[src/rtl/alarm_pkg.sv]
// Shared types and helpers for the multi-zone alarm controller.
//   state_t : FSM state encodings (IDLE=0 .. ALARM=4)
//   max3    : largest of three values, used to size the delay counter
package alarm_pkg;

    localparam int unsigned STATE_W = 3;

    typedef enum logic [STATE_W-1:0] {
        ST_IDLE  = 3'd0,
        ST_EXIT  = 3'd1,
        ST_ARMED = 3'd2,
        ST_ENTRY = 3'd3,
        ST_ALARM = 3'd4
    } state_t;

    function automatic int unsigned max3(input int unsigned a,
                                         input int unsigned b,
                                         input int unsigned c);
        int unsigned m;
        m = (a > b) ? a : b;
        return (m > c) ? m : c;
    endfunction

endpackage

[src/rtl/sync_2ff.sv]
// Two-flop synchroniser for asynchronous level inputs.
//   clk, rst_n : clock, async active-low reset (flops clear to 0)
//   d          : asynchronous input vector
//   q          : synchronised output vector
module sync_2ff #(
    parameter int unsigned WIDTH = 1
) (
    input  logic             clk,
    input  logic             rst_n,
    input  logic [WIDTH-1:0] d,
    output logic [WIDTH-1:0] q
);

    logic [WIDTH-1:0] meta;

    always_ff @(posedge clk or negedge rst_n) begin
        if (!rst_n) begin
            meta <= '0;
            q    <= '0;
        end else begin
            meta <= d;
            q    <= meta;
        end
    end

endmodule

[src/rtl/alarm_zone_ctrl.sv]
// Multi-zone alarm supervisor: exit/entry delays, timed or latching alarm,
// sticky record of tripping zones.
//   clk, rst_n  : clock, async active-low reset
//   arm, disarm : level-sampled requests (disarm has priority)
//   zone_en     : per-zone enable
//   sensor      : raw asynchronous sensor levels
//   alarm, armed, pending, ready : status decoded from registered state
//   trip_zones  : zones that caused ENTRY or ALARM since the last arm
//   state_o     : current state encoding
module alarm_zone_ctrl
    import alarm_pkg::*;
#(
    parameter int unsigned              NUM_ZONES    = 4,
    parameter logic [NUM_ZONES-1:0]     INSTANT_MASK = NUM_ZONES'(1),
    parameter int unsigned              EXIT_CYCLES  = 32,
    parameter int unsigned              ENTRY_CYCLES = 16,
    parameter int unsigned              ALARM_CYCLES = 64
) (
    input  logic                 clk,
    input  logic                 rst_n,
    input  logic                 arm,
    input  logic                 disarm,
    input  logic [NUM_ZONES-1:0] zone_en,
    input  logic [NUM_ZONES-1:0] sensor,
    output logic                 alarm,
    output logic                 armed,
    output logic                 pending,
    output logic                 ready,
    output logic [NUM_ZONES-1:0] trip_zones,
    output logic [STATE_W-1:0]   state_o
);

    localparam int unsigned CNT_W      = $clog2(max3(EXIT_CYCLES, ENTRY_CYCLES, ALARM_CYCLES) + 1);
    localparam int unsigned EXIT_LOAD  = EXIT_CYCLES - 1;
    localparam int unsigned ENTRY_LOAD = ENTRY_CYCLES - 1;
    // A zero alarm length latches; the counter is parked at 0 and ignored.
    localparam int unsigned ALARM_LOAD = (ALARM_CYCLES == 0) ? 0 : ALARM_CYCLES - 1;

    logic [NUM_ZONES-1:0] s_q;
    logic [NUM_ZONES-1:0] act;
    logic                 instant_hit;
    state_t               state, state_d;
    logic [CNT_W-1:0]     cnt, cnt_d;
    logic [NUM_ZONES-1:0] trip_d;

    sync_2ff #(.WIDTH(NUM_ZONES)) u_sync (
        .clk   (clk),
        .rst_n (rst_n),
        .d     (sensor),
        .q     (s_q)
    );

    assign act         = s_q & zone_en;
    assign instant_hit = |(act & INSTANT_MASK);

    // State, delay counter and trip record registers
    always_ff @(posedge clk or negedge rst_n) begin
        if (!rst_n) begin
            state      <= ST_IDLE;
            cnt        <= '0;
            trip_zones <= '0;
        end else begin
            state      <= state_d;
            cnt        <= cnt_d;
            trip_zones <= trip_d;
        end
    end

    // Next-state, counter and trip-record logic
    always_comb begin
        state_d = state;
        cnt_d   = (cnt != '0) ? cnt - CNT_W'(1) : cnt;
        trip_d  = trip_zones;

        case (state)
            ST_IDLE: begin
                if (arm && !disarm && ready) begin
                    state_d = ST_EXIT;
                    cnt_d   = CNT_W'(EXIT_LOAD);
                    trip_d  = '0;
                end
            end
            ST_EXIT: begin
                if (cnt == '0) begin
                    state_d = ST_ARMED;
                end
            end
            ST_ARMED: begin
                if (instant_hit) begin
                    state_d = ST_ALARM;
                    cnt_d   = CNT_W'(ALARM_LOAD);
                    trip_d  = trip_zones | act;
                end else if (|act) begin
                    state_d = ST_ENTRY;
                    cnt_d   = CNT_W'(ENTRY_LOAD);
                    trip_d  = trip_zones | act;
                end
            end
            ST_ENTRY: begin
                trip_d = trip_zones | act;
                if (instant_hit || cnt == '0) begin
                    state_d = ST_ALARM;
                    cnt_d   = CNT_W'(ALARM_LOAD);
                end
            end
            ST_ALARM: begin
                trip_d = trip_zones | act;
                if (ALARM_CYCLES != 0 && cnt == '0) begin
                    state_d = ST_ARMED;
                end
            end
            default: begin
                state_d = ST_IDLE;
                cnt_d   = '0;
            end
        endcase

        // Disarm overrides everything but keeps the trip record for display.
        if (disarm) begin
            state_d = ST_IDLE;
            cnt_d   = '0;
            trip_d  = trip_zones;
        end
    end

    assign alarm   = (state == ST_ALARM);
    assign armed   = (state == ST_ARMED) || (state == ST_ENTRY) || (state == ST_ALARM);
    assign pending = (state == ST_EXIT) || (state == ST_ENTRY);
    assign ready   = ~|act;
    assign state_o = state;

endmodule

[config.mk]
export PLATFORM = sky130hd
export DESIGN_NAME = alarm_zone_ctrl
export DESIGN_NICKNAME = d
export VERILOG_FILES = /design/src/rtl/alarm_pkg.sv /design/src/rtl/sync_2ff.sv /design/src/rtl/alarm_zone_ctrl.sv
export SDC_FILE = /design/constraint.sdc
export NUM_CORES = 1
export LEC_CHECK = 0
export BUFFER_PORTS_ARGS = -buffer_cell sky130_fd_sc_hd__buf_2
export CAP_MARGIN = 20
export CORE_UTILIZATION = 52
export DETAILED_ROUTE_END_ITERATION = 6
export HOLD_SLACK_MARGIN = 0.1
export PLACE_DENSITY = 0.78
export SKIP_CTS_REPAIR_TIMING = 1
export SYNTH_ARGS = -nofsm -noshare
export SYNTH_HDL_FRONTEND = slang
export SYNTH_HIERARCHICAL = 1
export SYNTH_SLANG_ARGS = --single-unit
[constraint.sdc]
create_clock -name clk -period 2.13 [get_ports clk]
set_input_delay 0.3195 -clock clk [delete_from_list [all_inputs] [get_ports clk]]
set_output_delay 0.3195 -clock clk [all_outputs]
set_load 0.01 [all_outputs]
# Word-level counts from Yosys, hierarchy flattened
# Cells that the tools add are included.
[classes] n_div=0 n_addsub=1 eq_ne=10 multipliers=0 mux=18 n_reduce_logical=17 n_bitwise=3 n_lt_le_gt_ge=0 shifts=0
[ops] cell="7-bit two-way mux" n=6
[ops] cell="7-bit one-hot mux with 4 select lines" n=1
[ops] cell="3-bit two-way mux" n=6
[ops] cell="4-bit two-way mux" n=3
[ops] cell="3-bit one-hot mux with 4 select lines" n=1
[ops] cell="4-bit one-hot mux with 3 select lines" n=1
[ops] cell="3-bit != test, second input constant" n=3
[ops] cell="4-bit AND reduction" n=2
[ops] cell="7-bit logical NOT" n=1
[ops] cell="7-bit nonzero test" n=1
[ops] cell="7-bit by 1-bit subtractor with 7-bit output, second input constant" n=1
[ops] cell="3-bit by 2-bit == test with 1-bit output, second input constant" n=2
[ops] cell="4-bit AND" n=1
[ops] cell="1-bit logical OR" n=4
[ops] cell="4-bit != test, second input constant" n=1
[ops] cell="4-bit bitwise OR" n=1
[ops] cell="2-bit OR reduction" n=2
[ops] cell="4-bit OR reduction" n=1
[ops] cell="3-bit by 1-bit == test with 1-bit output, second input constant" n=1
[ops] cell="3-bit == test, second input constant" n=1
[ops] cell="3-bit logical NOT" n=1
[ops] cell="3-bit by 1-bit != test with 1-bit output, second input constant" n=1
[ops] cell="3-bit nonzero test" n=1
[ops] cell="1-bit logical AND" n=2
[ops] cell="3 further kinds" n=4
[word_totals] word_cells=54 latch_bits=0 inputBits=12 regBits=22 memories=0 output_inout_bits=11 ram_bits=0 romBits=0

# Depth between registers and ports, before layout
# Gate-level depths: netlist of the first run.
[logic_depth] depth_word=7 depth_mapped=6 ltp_nobuf=6

# By module
# The synthesis of the first run kept the hierarchy.
[by_module_without_submodules] mod="alarm_zone_ctrl" area_each_um2=867.1 n_inst=1 cells_each=95 seq_area_each_um2=350.3
[by_module_without_submodules] mod="sync_2ff" area_each_um2=200.2 n_inst=1 cells_each=8 seq_area_each_um2=200.2

# Worst setup path before layout of the first run
# Ideal clock, no wire load.
[synth_timing] path_kind="reg-to-reg" startpoint="reg state[0], in the netlist state_o[0]" endpoint="reg trip_zones[0]" setup_time_ns=0.067 period_less_slack_ns=1.842 stages_incl_launch_ff=6 required_ns=2.063 slack_ns=0.288 path_buffers=1 t_arrival_ns=1.775 path_cell_list="dfrtp_1 -> clkbuf_1 -> nor3b_1 -> or2_2 -> nor2b_1 -> a32o_1"
[synth_between] elab_chain_len=4 elab_cells_between_ends=10 cone_classes="eq/ne: 5; mux: 1; reduce/logical: 4"
[synth_rtl] item="start, declared" line="alarm_zone_ctrl.sv:42" text="state_t state, state_d;"
[synth_rtl] item="start signal, assigned" line="alarm_zone_ctrl.sv:63" text="state <= state_d;"
[synth_rtl] item="3-bit == test *"
[synth_rtl] item="via alarm" line="alarm_zone_ctrl.sv:25" text="output logic alarm,"
[synth_rtl] item="2-bit OR reduction (no line) *"
[synth_rtl] item="3-bit nonzero test (no line)"
[synth_rtl] item="4-bit AND reduction (no line)"
[synth_rtl] item="end signal, assigned" line="alarm_zone_ctrl.sv:65" text="trip_zones <= trip_d;"
[synth_rtl] item="end, declared" line="alarm_zone_ctrl.sv:29" text="output logic [NUM_ZONES-1:0] trip_zones,"
# Mark *: on every way through the listed nets, which the timed path passes. The rest lies on a longest branch.
# A chain may end at the register's enable or synchronous reset.

# Worst setup path after layout of the first run
[layout_timing] startpoint="reg u_sync.q[0]" endpoint="reg cnt[2]"
[layout_between] elab_chain_len=7 elab_cells_between_ends=11 cone_classes="mux: 6; bitwise: 1; reduce/logical: 4"
[layout_rtl] item="start, declared" line="sync_2ff.sv:11" text="output logic [WIDTH-1:0] q"
[layout_rtl] item="start signal, assigned" line="sync_2ff.sv:22" text="q <= meta;"
[layout_rtl] item="4-bit AND *" line="alarm_zone_ctrl.sv:53" text="assign act = s_q & zone_en;"
[layout_rtl] item="4-bit OR reduction" line="alarm_zone_ctrl.sv:93, alarm_zone_ctrl.sv:129"
[layout_rtl] item="1-bit logical NOT" line="alarm_zone_ctrl.sv:129" text="assign ready = ~|act;"
[layout_rtl] item="1-bit logical AND" line="alarm_zone_ctrl.sv:77" text="if (arm && !disarm && ready) begin"
[layout_rtl] item="7-bit two-way mux" line="alarm_zone_ctrl.sv:77"
[layout_rtl] item="7-bit one-hot mux with 4 select lines *" line="alarm_zone_ctrl.sv:75" text="case (state)"
[layout_rtl] item="7-bit two-way mux *" line="alarm_zone_ctrl.sv:119" text="if (disarm) begin"
[layout_rtl] item="via cnt_d[2]" line="alarm_zone_ctrl.sv:43" text="logic [CNT_W-1:0] cnt, cnt_d;"
[layout_rtl] item="end signal, assigned" line="alarm_zone_ctrl.sv:64" text="cnt <= cnt_d;"
[layout_rtl] item="end, declared" line="alarm_zone_ctrl.sv:43"
# Marks and branches as above.

==> results of run 1 <==
==> sequential cells by signal, summed over array words and instances, names as in the netlist <==
register,flops
trip_zones,4
cnt,7
u_sync/meta,4
state_o,3
u_sync/q,4
==> worst paths after layout <==
check	start	to	slack (ns)	cells past startpoint
setup / recovery	u_sync/q[0]$_DFF_PN0_	cnt[2]$_DFF_PN0_	0.26	4
max in group asynchronous	rst_n	cnt[3]$_DFF_PN0_	1.33	2
setup reg to reg	u_sync/q[0]$_DFF_PN0_	cnt[2]$_DFF_PN0_	0.26	4
hold reg to reg	u_sync/meta[1]$_DFF_PN0_	u_sync/q[1]$_DFF_PN0_	0.37	0
min in group asynchronous	rst_n	cnt[6]$_DFF_PN0_	0.48	2
hold / removal	sensor[1]	u_sync/meta[1]$_DFF_PN0_	0.11	1
==> cells in the mapped netlist (2+ instances only) <==
master	instances
xnor2_1	3
or2_2	2
ha_1	2
inv_1	3
or4_1	2
nor2b_1	3
a22o_1	2
nand2_1	7
a32o_1	4
nand3_1	2
clkbuf_1	2
a31oi_1	7
nor2_1	7
a21oi_1	3
dfrtp_1	22
xor2_1	2
nor3b_1	2
a21o_1	2
o21ai_0	7
nand2b_1	4
o211ai_1	2
==> per-layer routing <==
metal | wire length [um] | track usage [%] | share of wire, % | up-vias
met4 | 37 | 8.000 | 1.6 | 0
li1 | - | - | - | 438
met2 | 1070 | 36.71 | 47 | 45
met1 | 1019 | 31.94 | 45 | 438
met3 | 141 | 2.692 | 6.2 | 6
met5 | 0 | 0 | 0 | -
==> area by class of cell <==
type,instances,area share [%]
Timing Repair Buffer,27,12.19
Clock inverter,1,2.321
Inverter,3,0.8704
Clock buffer,3,1.741
Multi-Input combinational cell,74,37.72
Sequential cell,22,42.55
Tap cell,27,2.611
==> metrics by stage <==
stage	hold WS, ns	setup WS [ns]
final	0.1079	0.2629
after global routing	0.1004	0.1780
after floorplan	0.02391	0.2877
after CTS	-0.03623	0.2957
after global placement	0.3041	0.3536
after detailed placement	0.3048	0.3155
==> power by group <==
part,switching (mW),leakage (nW),internal [mW]
Combinational,0.285,0.306,0.240
Clock,0.127,0.0279,0.190
Sequential,0.0677,0.282,0.490
==> cell usage in the layout, fill, tap and decap left out, drive strengths merged <==
| master | n |
|---|---|
| xor2 | 2 |
| nor3b | 2 |
| ha | 2 |
| clkbuf | 3 |
| a31oi | 7 |
| xnor2 | 3 |
| a21oi | 4 |
| nand2 | 7 |
| or2 | 2 |
| a21o | 2 |
| nor2 | 7 |
| a31o | 1 |
| nand2b | 4 |
| nor4 | 1 |
| or4 | 3 |
| nand3 | 2 |
| bufinv | 1 |
| o211ai | 2 |
| a221oi | 1 |
| inv | 3 |
| a32o | 4 |
| buf | 23 |
| dlygate4sd3 | 4 |
| nand3b | 1 |
| o31a | 1 |
| o21ai | 7 |
| a22o | 2 |
| dfrtp | 22 |
| nor2b | 3 |
| or3 | 1 |
| o31ai | 1 |
| a211o | 1 |
| a2111oi | 1 |
==> worst max-delay path, stage by stage, from the launching register on <==
cell and delay, ns:
dfrtp_1 0.44, a22o_1 0.25, or4_1 0.57, a211o_1 0.35, a31oi_1 0.17
==> cells by family after synthesis <==
| family | synth area share (%) |
|---|---|
| adders and majority gates | 2.344 |
| DFF | 51.58 |
| buffers and inverters | 2.696 |
| AOI/OAI and AO/OA | 22.63 |
| and+or+nand+nor | 16.65 |
| xor gates and xnor gates | 4.104 |
==> results_dict.tcl, run 1 <==
set metrics [dict create \
    status "completed" \
    layout-drive-gt1-share_pct 24.62 \
    ys_ff_latch 22 \
    ctsLongestPathBuffers 2 \
    die_x_um 47.31 \
    hold_path.class "input port to flop" \
    drt_iter0_drc 35 \
    ir_drop_mv 0.6466 \
    p_leak_nw 0.6167 \
    syn-num-nets 117 \
    multi_input_area_um2 488.0 \
    synth_edf_count 0 \
    netlist_instances 103 \
    ys_seq_area_share_pct 51.58 \
    start_util_pct 54.96 \
    synth.top_cell.area_share_pct 51.58 \
    first_pass_iters 4 \
    worstPathRequired_ns 2.36 \
    num_rows 16 \
    synth_ff_type "dfrtp_1" \
    n_antenna_cell 0 \
    power.density_nw_per_um2 1082 \
    fin_crit_sh_pct 87.66 \
    clock-sinks 22 \
    grt_usage_pct 22.85 \
    gp_congestion 0.8862 \
    maxCapViolCount 0 \
    max_freq_mhz 535.6 \
    num_io_pins 23 \
    final_area_um2 1294 \
    worst_pin_slew_ns 0.4730 \
    die_h_um 47.31 \
    critical_path_class "flop to flop" \
    ys_types 34 \
    syn_avg_cell_area_um2 10.36 \
    fin_crit_ns 1.867 \
    area_growth_pct 21.22 \
    antenna_found_initial 0 \
    vias 927 \
    finalSetupViolations 0 \
    synthArstFlopShare_pct 100.0 \
    grt_overflow_total 0 \
    dp_hpwl_mm 1.560 \
    final_max_slew_viol_count 0 \
    post_drt_wl_per_cell_um 14.45 \
    dp_cells 149 \
    grt_pass1_wl_mm 3.539 \
    rsz0062_at_grt "no" \
    cp-start-kind "flop" \
    yosys_warnings 6 \
    clkLatencyLatePin_ns 0.31 \
    cts_tree "built" \
    synth_area_um2 1067 \
    dpl_cell_area_um2 1201 \
    clk_pin_slew_ns 0.12 \
    postLayoutCoreUtil_pct 66.62 \
    fill_cells 154 \
    end_kind "flop" \
    routed_wirelength_mm 2.269 \
    seq_area_um2 550.5 \
    grt_max_degree 23 \
    ys_top_cells_by_area "dfrtp_1, a31oi_1, a32o_1" \
    grt_pass1_vias 796 \
    drc 0 \
    die-area_um2 2238 \
    final.setup.tns_ns 0 \
    cp.arrival_ns 2.10 \
    max-slew-margin-rel_pct 68.47 \
    ant_nets 0 \
    synth_top_cell_by_area "dfrtp_1" \
    nets 145 \
    vias_per_cell 5.904 \
    finalHoldViolCount 0 \
    finClkSkew_ns 0.003510 \
    p_total_mw 1.400 \
    numPortBuffers 22 \
    crit_fanout 5 \
    clockRootBuffer "clkbuf_4" \
    cts_buffers 3 \
    htree_levels 1 \
    layoutNonFillerInstCount 157 \
    coreArea_um2 1942 \
]
(Power assumes the default switching activity.)
==> run 2, diff against run 1 <==
--- a/config.mk
+++ b/config.mk
@@ -7,7 +7,9 @@
 export LEC_CHECK = 0
 export BUFFER_PORTS_ARGS = -buffer_cell sky130_fd_sc_hd__buf_2
 export CAP_MARGIN = 20
-export CORE_UTILIZATION = 52
+export CELL_PAD_IN_SITES_DETAIL_PLACEMENT = 1
+export CELL_PAD_IN_SITES_GLOBAL_PLACEMENT = 2
+export CORE_UTILIZATION = 33
 export DETAILED_ROUTE_END_ITERATION = 6
 export HOLD_SLACK_MARGIN = 0.1
 export PLACE_DENSITY = 0.78
==> results_dict.tcl, run 2 (synthesized netlist as in run 1, its figures left out) <==
set metrics [dict create \
    grt_max_degree 23 \
    busiest_layer "met2" \
    p_total_mw 1.415 \
    ir_drop_mv 0.3815 \
    coreArea_um2 3053 \
    path_depth 3 \
    maxCapViolCount 0 \
    largest_register_ffs 7 \
    grt_pass1_wl_mm 4.353 \
    htree_levels 1 \
    use_met1_pct 24.02 \
    fin_crit_ns 1.864 \
    grt_usage_pct 17.54 \
    final_max_slew_viol_count 0 \
    reg2reg_slack_ns 0.29 \
    clkLatencyLatePin_ns 0.32 \
    rsz0062_at_grt "no" \
    cp.arrival_ns 1.54 \
    die_h_um 58.87 \
    cp-start-kind "flop" \
    crit_buf_inv 2 \
    end_kind "primary output" \
    cts_tree "built" \
    status "completed" \
    num_io_pins 23 \
    pre_cts_slack_ns 0.2949 \
    finalSetupViolations 0 \
    post_drt_wl_per_cell_um 15.59 \
    critical_path.slowest_cell "dfrtp_1" \
    clock-sinks 22 \
    hold_path.class "input port to flop" \
    crit_fanout 11 \
    power.density_nw_per_um2 1068 \
    p_leak_nw 0.6209 \
    clockRootBuffer "clkbuf_4" \
    gp_congestion 0.7765 \
    finalHoldViolCount 0 \
    worst_pin_slew_ns 0.5071 \
    postLayoutCoreUtil_pct 43.40 \
    numPortBuffers 22 \
    final.setup.tns_ns 0 \
    vias 921 \
    drc 0 \
    n_antenna_cell 0 \
    start_util_pct 34.96 \
    finClkSkew_ns 0.002548 \
    ctsLongestPathBuffers 2 \
    die_x_um 58.87 \
    area_growth_pct 24.15 \
    nets 146 \
    routed_wirelength_mm 2.729 \
    grt_overflow_total 0 \
    layout-drive-gt1-share_pct 24.43 \
    path_delay_family "flip-flops" \
    grt_pass1_vias 869 \
    largest_register "cnt" \
    die-area_um2 3466 \
    dp_hpwl_mm 1.954 \
    drt_iter0_drc 9 \
    cts_buffers 3 \
    first_pass_iters 4 \
    max-slew-margin-rel_pct 66.20 \
    hold_path_depth 2 \
    fin_crit_sh_pct 87.52 \
    clk_pin_slew_ns 0.13 \
    grt_util_met3_pct 2.637 \
    worstPathRequired_ns 1.81 \
    antenna_found_initial 0 \
    most-common-layout-cells "dfrtp_1, buf_2" \
    setup_ws_ns 0.2658 \
    rr_worst_depth 4 \
    critPathMaxStageDelay_ns 0.59 \
    cp_cell_sequence "nor3b_1 > buf_4 > buf_2" \
    ant_nets 0 \
    critical_path_class "flop to primary output" \
    num_rows 20 \
    met2_usage_pct 27.76 \
    max_freq_mhz 536.4 \
    vias_per_cell 5.263 \
]
==> run 2: per-layer routing <==
metal / share of wire, % / vias to the layer above
met4: 1.5 / 0
met2: 48 / 16
li1: - / 439
met3: 2.3 / 5
met1: 48 / 461
met5: 0 / -
==> run 2: path summary, 6_finish.rpt <==
| check | start | endpoint |
|---|---|---|
| setup / recovery | state_o[2]$_DFFE_PN0P_ | alarm |
| hold / removal | disarm | state_o[1]$_DFFE_PN0P_ |
| hold reg to reg | u_sync/meta[1]$_DFF_PN0_ | u_sync/q[1]$_DFF_PN0_ |
| setup reg to reg | cnt[2]$_DFF_PN0_ | cnt[0]$_DFF_PN0_ |
| min in group asynchronous | rst_n | u_sync/meta[0]$_DFF_PN0_ |
| max in group asynchronous | rst_n | cnt[1]$_DFF_PN0_ |
==> run 2: area by class of cell <==
cell class,instances,area (um^2)
well taps,44,55.05
multi-input cells,74,488.0
clock inverters,1,30.03
flip-flops and latches,22,550.5
repair buffers,28,167.7
fillers,359,1728
clock buffers,3,22.52
inverters,3,11.26
==> run 2: where the power goes <==
part / internal (mW) / switching, mW
registers: 0.490 / 0.0678
clock network: 0.190 / 0.136
logic: 0.241 / 0.290
==> run 2: through the flow <==
step	hold WS, ns	std cells	cell area, um^2
6_report	0.2136	175	1325
5_1_grt	0.2026	175	1325
4_1_cts	-0.03597	170	1275
3_5_place_dp	0.3320	166	1222
3_3_place_gp	0.3174	166	1222
2_1_floorplan	0.02391	103	1067
